[config.mk]
export PLATFORM = sky130hd
export DESIGN_NAME = ahb_arbiter_flat
export DESIGN_NICKNAME = d
export VERILOG_FILES = /design/src/rtl/ahb_arbiter_if.sv /design/src/rtl/ahb_arbiter.sv /design/src/flat_wrapper.sv
export SDC_FILE = /design/constraint.sdc
export NUM_CORES = 1
export LEC_CHECK = 0
export CORE_MARGIN = 2
export CORE_UTILIZATION = 48
export DETAILED_ROUTE_END_ITERATION = 7
export GPL_TIMING_DRIVEN = 0
export PLACE_DENSITY = 0.79
export SETUP_SLACK_MARGIN = 0.4
export SLEW_MARGIN = 20
export SYNTH_ARGS = -nofsm -noshare
export SYNTH_HDL_FRONTEND = slang
export SYNTH_SLANG_ARGS = --single-unit
[constraint.sdc]
create_clock -name clock -period 2.6 [get_ports clock]
set_input_delay 0.52 -clock clock [delete_from_list [all_inputs] [get_ports clock]]
set_output_delay 0.52 -clock clock [all_outputs]
set_load 0.005 [all_outputs]
[src/rtl/ahb_arbiter_if.sv]
// Bus-side signal bundle between AHB requesters and the round-robin arbiter.
// The master modport is the requester/bus side; the slave modport is the arbiter.
interface ahb_arbiter_if #(
  parameter int NUM_MASTERS = 4,
  parameter int MW          = $clog2(NUM_MASTERS)
);
  logic [NUM_MASTERS-1:0] Hbusreq;
  logic [NUM_MASTERS-1:0] Hlock;
  logic [1:0]             Htrans;
  logic [2:0]             Hburst;
  logic                   Hreadyout;
  logic [NUM_MASTERS-1:0] Hgrant;
  logic [MW-1:0]          Hmaster;
  logic                   Hmastlock;

  modport master (
    output Hbusreq, Hlock, Htrans, Hburst, Hreadyout,
    input  Hgrant, Hmaster, Hmastlock
  );

  modport slave (
    input  Hbusreq, Hlock, Htrans, Hburst, Hreadyout,
    output Hgrant, Hmaster, Hmastlock
  );
endinterface

[src/rtl/ahb_arbiter.sv]
// Round-robin AHB arbiter. Tracks the owner's burst progress so that grants
// only move at legal boundaries: never inside a fixed-length burst and never
// while the owner holds Hlock. Hmaster/Hmastlock follow the owner one
// accepted transfer later, matching the AHB data-phase pipeline.
module ahb_arbiter #(
  parameter int NUM_MASTERS = 4,
  parameter int MW          = $clog2(NUM_MASTERS)
) (
  input logic         clock,
  input logic         Hreset,
  ahb_arbiter_if.slave bus
);

  typedef enum logic [1:0] {
    ST_IDLE,
    ST_BURST,
    ST_INCR
  } state_t;

  localparam logic [1:0] TR_IDLE   = 2'b00;
  localparam logic [1:0] TR_BUSY   = 2'b01;
  localparam logic [1:0] TR_NONSEQ = 2'b10;
  localparam logic [1:0] TR_SEQ    = 2'b11;

  localparam logic [2:0] BU_SINGLE = 3'b000;
  localparam logic [2:0] BU_INCR   = 3'b001;

  state_t        state, state_nxt;
  logic [3:0]    cnt, cnt_nxt;
  logic [MW-1:0] own, own_nxt;
  logic [MW-1:0] hmaster_p1;
  logic          hmastlock_p1;
  logic          arb;
  logic [4:0]    len;

  // Beats in a burst; 0 marks the undefined-length INCR.
  function automatic logic [4:0] burst_len(input logic [2:0] burst);
    case (burst)
      3'b000:          return 5'd1;
      3'b001:          return 5'd0;
      3'b010, 3'b011:  return 5'd4;
      3'b100, 3'b101:  return 5'd8;
      default:         return 5'd16;
    endcase
  endfunction

  // First requester after cur, wrapping back to cur; keeps cur when nobody asks.
  function automatic logic [MW-1:0] rr_pick(input logic [MW-1:0] cur,
                                            input logic [NUM_MASTERS-1:0] req);
    logic [MW-1:0] pick;
    logic          found;
    pick  = cur;
    found = 1'b0;
    for (int i = 1; i <= NUM_MASTERS; i++) begin
      int idx;
      idx = (int'(cur) + i) % NUM_MASTERS;
      if (!found && req[idx]) begin
        pick  = MW'(idx);
        found = 1'b1;
      end
    end
    return pick;
  endfunction

  // Next burst state, beat count and owner; everything holds while the slave stalls.
  always_comb begin
    state_nxt = state;
    cnt_nxt   = cnt;
    own_nxt   = own;
    arb       = 1'b0;
    len       = burst_len(bus.Hburst);
    if (bus.Hreadyout) begin
      case (bus.Htrans)
        TR_IDLE: begin
          state_nxt = ST_IDLE;
          cnt_nxt   = 4'd0;
        end
        TR_BUSY: begin
        end
        TR_NONSEQ: begin
          if (bus.Hburst == BU_INCR) begin
            state_nxt = ST_INCR;
            cnt_nxt   = 4'd0;
          end else if (len > 5'd1) begin
            state_nxt = ST_BURST;
            cnt_nxt   = 4'(len - 5'd1);
          end else begin
            state_nxt = ST_IDLE;
            cnt_nxt   = 4'd0;
          end
        end
        TR_SEQ: begin
          if (state == ST_BURST) begin
            if (cnt == 4'd1) begin
              state_nxt = ST_IDLE;
              cnt_nxt   = 4'd0;
            end else begin
              cnt_nxt = cnt - 4'd1;
            end
          end
        end
      endcase

      // A last fixed-burst beat regrants even if the owner drops Hbusreq on the same edge.
      arb = (bus.Htrans == TR_IDLE)
          | ((bus.Htrans == TR_NONSEQ) && (bus.Hburst == BU_SINGLE))
          | ((bus.Htrans == TR_SEQ) && (state == ST_BURST) && (cnt == 4'd1))
          | ((state == ST_INCR) && !bus.Hbusreq[own]);

      if (arb && !bus.Hlock[own]) begin
        own_nxt = rr_pick(own, bus.Hbusreq);
      end
    end
  end

  // Arbitration state register; reset parks the bus on master 0.
  always_ff @(posedge clock) begin
    if (Hreset) begin
      state <= ST_IDLE;
      cnt   <= 4'd0;
      own   <= '0;
    end else begin
      state <= state_nxt;
      cnt   <= cnt_nxt;
      own   <= own_nxt;
    end
  end

  // Data-phase owner and lock qualifier advance with each accepted transfer.
  always_ff @(posedge clock) begin
    if (Hreset) begin
      hmaster_p1   <= '0;
      hmastlock_p1 <= 1'b0;
    end else if (bus.Hreadyout) begin
      hmaster_p1   <= own;
      hmastlock_p1 <= bus.Hlock[own];
    end
  end

  assign bus.Hgrant    = NUM_MASTERS'(1) << own;
  assign bus.Hmaster   = hmaster_p1;
  assign bus.Hmastlock = hmastlock_p1;

endmodule

[src/flat_wrapper.sv]
// flat-port wrapper written by rule: the top's interface ports become plain ports
module ahb_arbiter_flat 
#(
  parameter int NUM_MASTERS = 4,
  parameter int MW          = $clog2(NUM_MASTERS)
)
  (clock, Hreset, bus_Hbusreq, bus_Hlock, bus_Htrans, bus_Hburst, bus_Hreadyout, bus_Hgrant, bus_Hmaster, bus_Hmastlock);
  ahb_arbiter_if #(.NUM_MASTERS(NUM_MASTERS), .MW(MW)) bus_i ();
  input logic clock;
  input logic Hreset;
  input wire logic [$bits(bus_i.Hbusreq)-1:0] bus_Hbusreq;
  input wire logic [$bits(bus_i.Hlock)-1:0] bus_Hlock;
  input wire logic [$bits(bus_i.Htrans)-1:0] bus_Htrans;
  input wire logic [$bits(bus_i.Hburst)-1:0] bus_Hburst;
  input wire logic [$bits(bus_i.Hreadyout)-1:0] bus_Hreadyout;
  output wire logic [$bits(bus_i.Hgrant)-1:0] bus_Hgrant;
  output wire logic [$bits(bus_i.Hmaster)-1:0] bus_Hmaster;
  output wire logic [$bits(bus_i.Hmastlock)-1:0] bus_Hmastlock;
  assign bus_i.Hbusreq = bus_Hbusreq;
  assign bus_i.Hlock = bus_Hlock;
  assign bus_i.Htrans = bus_Htrans;
  assign bus_i.Hburst = bus_Hburst;
  assign bus_i.Hreadyout = bus_Hreadyout;
  assign bus_Hgrant = bus_i.Hgrant;
  assign bus_Hmaster = bus_i.Hmaster;
  assign bus_Hmastlock = bus_i.Hmastlock;
  ahb_arbiter #(.NUM_MASTERS(NUM_MASTERS), .MW(MW)) u_core (.clock(clock), .Hreset(Hreset), .bus(bus_i));
endmodule
# Word level (Yosys, flattened, before mapping)
# Cells that the tools add are included.
# op_classes
add_sub_neg	6
mul	0
div_mod_pow	0
order_cmp	6
n_eq_ne	12
shift	1
muxes	40
n_bitwise	7
n_reduce_logical	26
# op_table
cell	count
2-to-1 mux 1 bit	20
one-hot mux 5 bit (4 select lines)	1
< comparator 3 x 4 -> 1 bit, second input constant	4
2-to-1 mux 4 bit	4
2-to-1 mux 2 bit	7
binary-select mux 1 bit (select 2 bit)	6
one-hot mux 4 bit (3 select lines)	1
OR reduction 2 bit	6
logical AND 1 bit	8
subtractor 4 x 1 -> 4 bit, second input constant	2
== test 2 bit, second input constant	3
== test 3 x 2 -> 1 bit, second input constant	2
== test 3 bit, second input constant	2
one-hot mux 2 bit (3 select lines)	1
AND reduction 3 bit	2
> comparator 5 x 1 -> 1 bit, second input constant	1
zero test 1 bit	5
adder 2 x 1 -> 2 bit, second input constant	2
adder 2 bit, second input constant	2
AND 1 bit, first input constant	4
== test 4 x 1 -> 1 bit, second input constant	1
inequality test 2 x 1 -> 1 bit, second input constant	2
AND reduction 4 bit	1
nonzero test 4 bit	1
8 further kinds	10
# word_totals
register_bits	11
latchBits	0
mem_bits_rw	0
rom_bits	0
input_bits	16
word_cells	103
mem_count	0

# Logic depth before layout (Yosys ltp)
# depth
word_depth	23
ltp_mapped	7
ltp_nobuf	7

# Worst setup path before layout
# No wires, ideal clock.
# synth_path
path_type	reg2reg
startpoint	register u_core.own[0]
endpoint	register u_core.own[1]
setup_time_ps	134
arrival_time_ps	1850
slack_ps	616
stages_incl_launch_ff	8
path_buffers	1
synth_period_minus_slack_ps	1984
path_cell_list	dfxtp_1 buf_4 inv_1 ha_1 mux4_2 a211o_1 a221oi_1 a211oi_1
# synth_via
elab_chain_cells	21
word_cells_on_any_way	46
# synth_lines
element	line	text
start: declaration	ahb_arbiter.sv:30	logic [MW-1:0] own, own_nxt;
start signal: assignment	ahb_arbiter.sv:125	own <= own_nxt;
adder 2 x 1 -> 2 bit	ahb_arbiter.sv:56	idx = (int'(cur) + i) % NUM_MASTERS;
binary-select mux 1 bit (select 2 bit)	ahb_arbiter.sv:57	if (!found && req[idx]) begin
2-to-1 mux 1 bit (implied by the code) (2 in a row)	ahb_arbiter.sv:57	
2-to-1 mux 1 bit	ahb_arbiter.sv:57	
2-to-1 mux 1 bit	ahb_arbiter.sv:110	if (arb && !bus.Hlock[own]) begin
2-to-1 mux 1 bit	ahb_arbiter.sv:72	if (bus.Hreadyout) begin
zero test 1 bit	ahb_arbiter.sv:57	
logical AND 1 bit	ahb_arbiter.sv:57	
[4 not listed]	-	
logical AND 1 bit	ahb_arbiter.sv:57	
2-to-1 mux 1 bit	ahb_arbiter.sv:57	
2-to-1 mux 1 bit	ahb_arbiter.sv:110	
2-to-1 mux 1 bit	ahb_arbiter.sv:72	
zero test 1 bit	ahb_arbiter.sv:57	
logical AND 1 bit	ahb_arbiter.sv:57	
nonzero test 4 bit (no line)	-	
AND reduction 3 bit (no line)	-	
# Parallel ways exist; a longest one is shown, timed or not. The select of a mux whose other input is x is not followed.
# A chain may end at the register's enable or synchronous reset.

# Worst setup path in the final report
# layout_path
startpoint	input bus_Hlock[0]
endpoint	register u_core.own[0]
# layout_via
elab_chain_cells	5
# layout_lines
element	line	text
start: declaration	flat_wrapper.sv:12	input wire logic [$bits(bus_i.Hlock)-1:0] bus_Hlock;
binary-select mux 1 bit (select 2 bit)	ahb_arbiter.sv:110	
2-to-1 mux 1 bit (implied by the code)	ahb_arbiter.sv:110	
zero test 1 bit	ahb_arbiter.sv:110	
logical AND 1 bit	ahb_arbiter.sv:110	
AND reduction 3 bit (no line)	-	
# No other way between the ends. The select of a mux whose other input is x is not followed.

==> impl_metrics.tcl <==
set metrics [dict create \
    outcome "finished, final reports clean" \
    grt_max_degree 11 \
    hold_buffers 0 \
    drt_iter0_markers 22 \
    synth.most_common_cell "nor2_1" \
    synthTopCellsByArea "dfxtp_1, mux2i_1, ha_1" \
    worst-path-max-fanout 3 \
    grtUsageTotal 0.202 \
    max_clock_freq_mhz 456 \
    synth_nets 125 \
    r2r_cells 7 \
    hold_depth 2 \
    finClkSkew_ns 0.00256 \
    cts_tree "yes" \
    max-vdd-ir-drop_uv 402 \
    antennaDiodeCount 0 \
    synthMuxAreaShare 0.189 \
    postSynth.asyncResetShare 0 \
    finalCritPeriodShare 0.843 \
    grt_first_pass_wirelength_mm 3.20 \
    core-area_mm2 0.00175 \
    cp-end-kind "flip-flop" \
    cap_viol_max_count 0 \
    portBuffers 21 \
    cts.clk_slew.worst_paths_ns 0.07 \
    startpoint_type "input pin" \
    antenna_found_initial 0 \
    overflow 0 \
    cts_root_buf "clkbuf_4" \
    layout-drive-gt1-share 0.133 \
    hold_start "u_core.state[1]$_SDFFE_PP0P_" \
    ant_nets 0 \
    viasPerCell 5.69 \
    initial_core_util 0.513 \
    synth_ff_type "dfxtp_1" \
    max_slew.worst_pin.slew_ns 0.598 \
    synth_seq_area_share 0.246 \
    clock_latency_ns 0.27 \
    n_fill_cell 153 \
    synth_compound_area_frac 0.207 \
    area_growth_pct 34.4 \
    synth_top_area_cell "dfxtp_1" \
    postLayoutCellArea_mm2 0.00120 \
    synth-edff-count 0 \
    fp.dieH_um 47.2 \
    vias 871 \
    synth_common_cells "nor2_1, dfxtp_1, mux2i_1, inv_1" \
    rsz0062_at_grt "true" \
    fp.dieW_um 47.2 \
    gp_congestion 0.855 \
    synthXorXnorAreaFrac 0 \
    drv_slew 0 \
    worstReg2RegStart "u_core.own[1]$_SDFFE_PP0P_" \
    synth_adder_area_share 0.0978 \
    whs_endpoint "u_core.state[1]$_SDFFE_PP0P_" \
    io_pins 23 \
    cts_max_path_buffers 2 \
    synth_area_um2 896 \
    grt_pass1_vias 715 \
    p_per_area_mw_per_mm2 349 \
    yosysWarnings 0 \
    synth_cell_types 39 \
    critPathRequiredTime_ns 2.75 \
    critical_path_class "input pin to flip-flop" \
    dp_hpwl_mm 1.53 \
    drc 0 \
    synth_top_area_frac 0.246 \
    dpl_cell_area_mm2 0.00114 \
    synth_area_per_cell_um2 8.78 \
    fin_setup_tns_ns 0 \
    ff2ff_setup_slack_ns 0.50 \
    ys_ff_latch 11 \
    power_leakage_nw 0.490 \
    synth_top_family_by_area "compound AO/OA/AOI/OAI gates" \
    setup_viol 0 \
    layout.area.seq_um2 224 \
    fin_nets 152 \
    hold_violations 0 \
    r2r_end "u_core.own[1]$_SDFFE_PP0P_" \
    relSlewSlack 0.597 \
    clock_sinks 11 \
    min_period_ns 2.19 \
    syn_inst 102 \
    design.die.area_mm2 0.00223 \
    finalWirelength_mm 2.06 \
    htreeDepth 1 \
    wire_per_inst_um 13.5 \
    multiInputGateArea_um2 634 \
    cts_buffers 3 \
    row_count 15 \
    hold_path.class "flip-flop to flip-flop" \
    synth-simple-area-share 0.201 \
    first_pass_iters 4 \
    arrival_ns 2.34 \
]
-- state kept, by name (all words and copies together) (netlist names) --
signal,cells
u_core.cnt,4
u_core.bus.Hmaster,2
u_core.own,2
u_core.bus.Hmastlock,1
u_core.state,2
-- report_power, final --
part           leakage (nW)  internal (mW)  switching [mW]
Clock                0.0150         0.0594          0.0560
Combinational         0.385         0.0661          0.0591
Sequential           0.0901          0.174         0.00535
Total                 0.490          0.300           0.120
-- area by class of cell --
cell class                 count  share of cell area
timing repair buffer          22               0.189
multi-input combinational     79               0.527
tap                           25              0.0260
sequential                    11               0.186
inverter                       8              0.0249
clock buffer                   4              0.0218
buffer                         4              0.0249
-- stage by stage --
stage / power (mW) / hold WS [ns] / setup slack (ns) / std cells / util
6_report: 0.420 / 0.471 / 0.409 / 153 / 0.690
5_1_grt: 0.445 / 0.500 / 0.367 / 153 / 0.690
4_1_cts: 0.423 / 0.482 / 0.410 / 152 / 0.670
2_1_floorplan: 0.252 / 0.443 / 0.616 / 102 / -
3_5_place_dp: 0.304 / 0.472 / 0.0774 / 148 / 0.652
3_3_place_gp: 0.301 / 0.458 / 0.0763 / 148 / 0.652
-- worst max-delay path by stage --
stage          cells past startpoint                         end  slack [ns]                       start
2_1_floorplan                      7  u_core.own[1]$_SDFFE_PP0P_        0.62  u_core.own[0]$_SDFFE_PP0P_
3_3_place_gp                       6  u_core.own[0]$_SDFFE_PP0P_        0.08              bus_Hbusreq[2]
3_5_place_dp                       6  u_core.own[0]$_SDFFE_PP0P_        0.08              bus_Hbusreq[2]
4_1_cts                            4               bus_Hgrant[0]        0.41  u_core.own[0]$_SDFFE_PP0P_
5_1_grt                            6  u_core.own[0]$_SDFFE_PP0P_        0.37                bus_Hlock[3]
6_report                           6  u_core.own[0]$_SDFFE_PP0P_        0.41                bus_Hlock[0]
-- layer usage --
metal,up-vias,part of all wire,GRT usage
li1,430,-,-
met1,414,0.49,0.319
met2,23,0.46,0.274
met3,4,0.038,0.0346
met4,0,0.013,0.0667
met5,-,0,0
-- worst max-delay path, stage by stage --
cell and delay, ns:
clkdlybuf4s50_1 0.41, mux4_2 0.49, a311oi_2 0.28, o221ai_2 0.18, nor2_2 0.15, mux2_1 0.32
-- layout by cell type (no fill, tap or decap), types with 2 or more instances in the layout --
cell type | Yosys | layout
a21oi_1 | 3 | 3
clkbuf_1 | 1 | 2
or3_1 | 2 | 2
ha_1 | 7 | 7
nand2b_1 | 2 | 2
mux2i_1 | 9 | 9
nor2b_1 | 2 | 2
o21ai_0 | 7 | 6
clkbuf_4 | 0 | 4
nor2_1 | 12 | 12
clkdlybuf4s50_1 | 0 | 17
mux4_2 | 3 | 3
inv_1 | 8 | 8
a32oi_1 | 2 | 2
buf_4 | 2 | 2
nand2_1 | 6 | 6
dlymetal6s2s_1 | 0 | 4
dfxtp_1 | 11 | 10
-- logic make-up (layout without fill, tap and decap cells) --
logic type	count (synthesis)	in the layout
mux	13	13
buf+inv	12	38
compound gates	25	25
fa+ha+maj	7	7
flops	11	11
simple gates	34	34
-- what timing repair did --
action,in CTS,in global routing
setup endpoints to repair,4,7
gates resized for setup,2,9
buffers inserted,0,1
hold endpoints to repair,0,0
pin swaps,0,0
(Power assumes the default switching activity.)
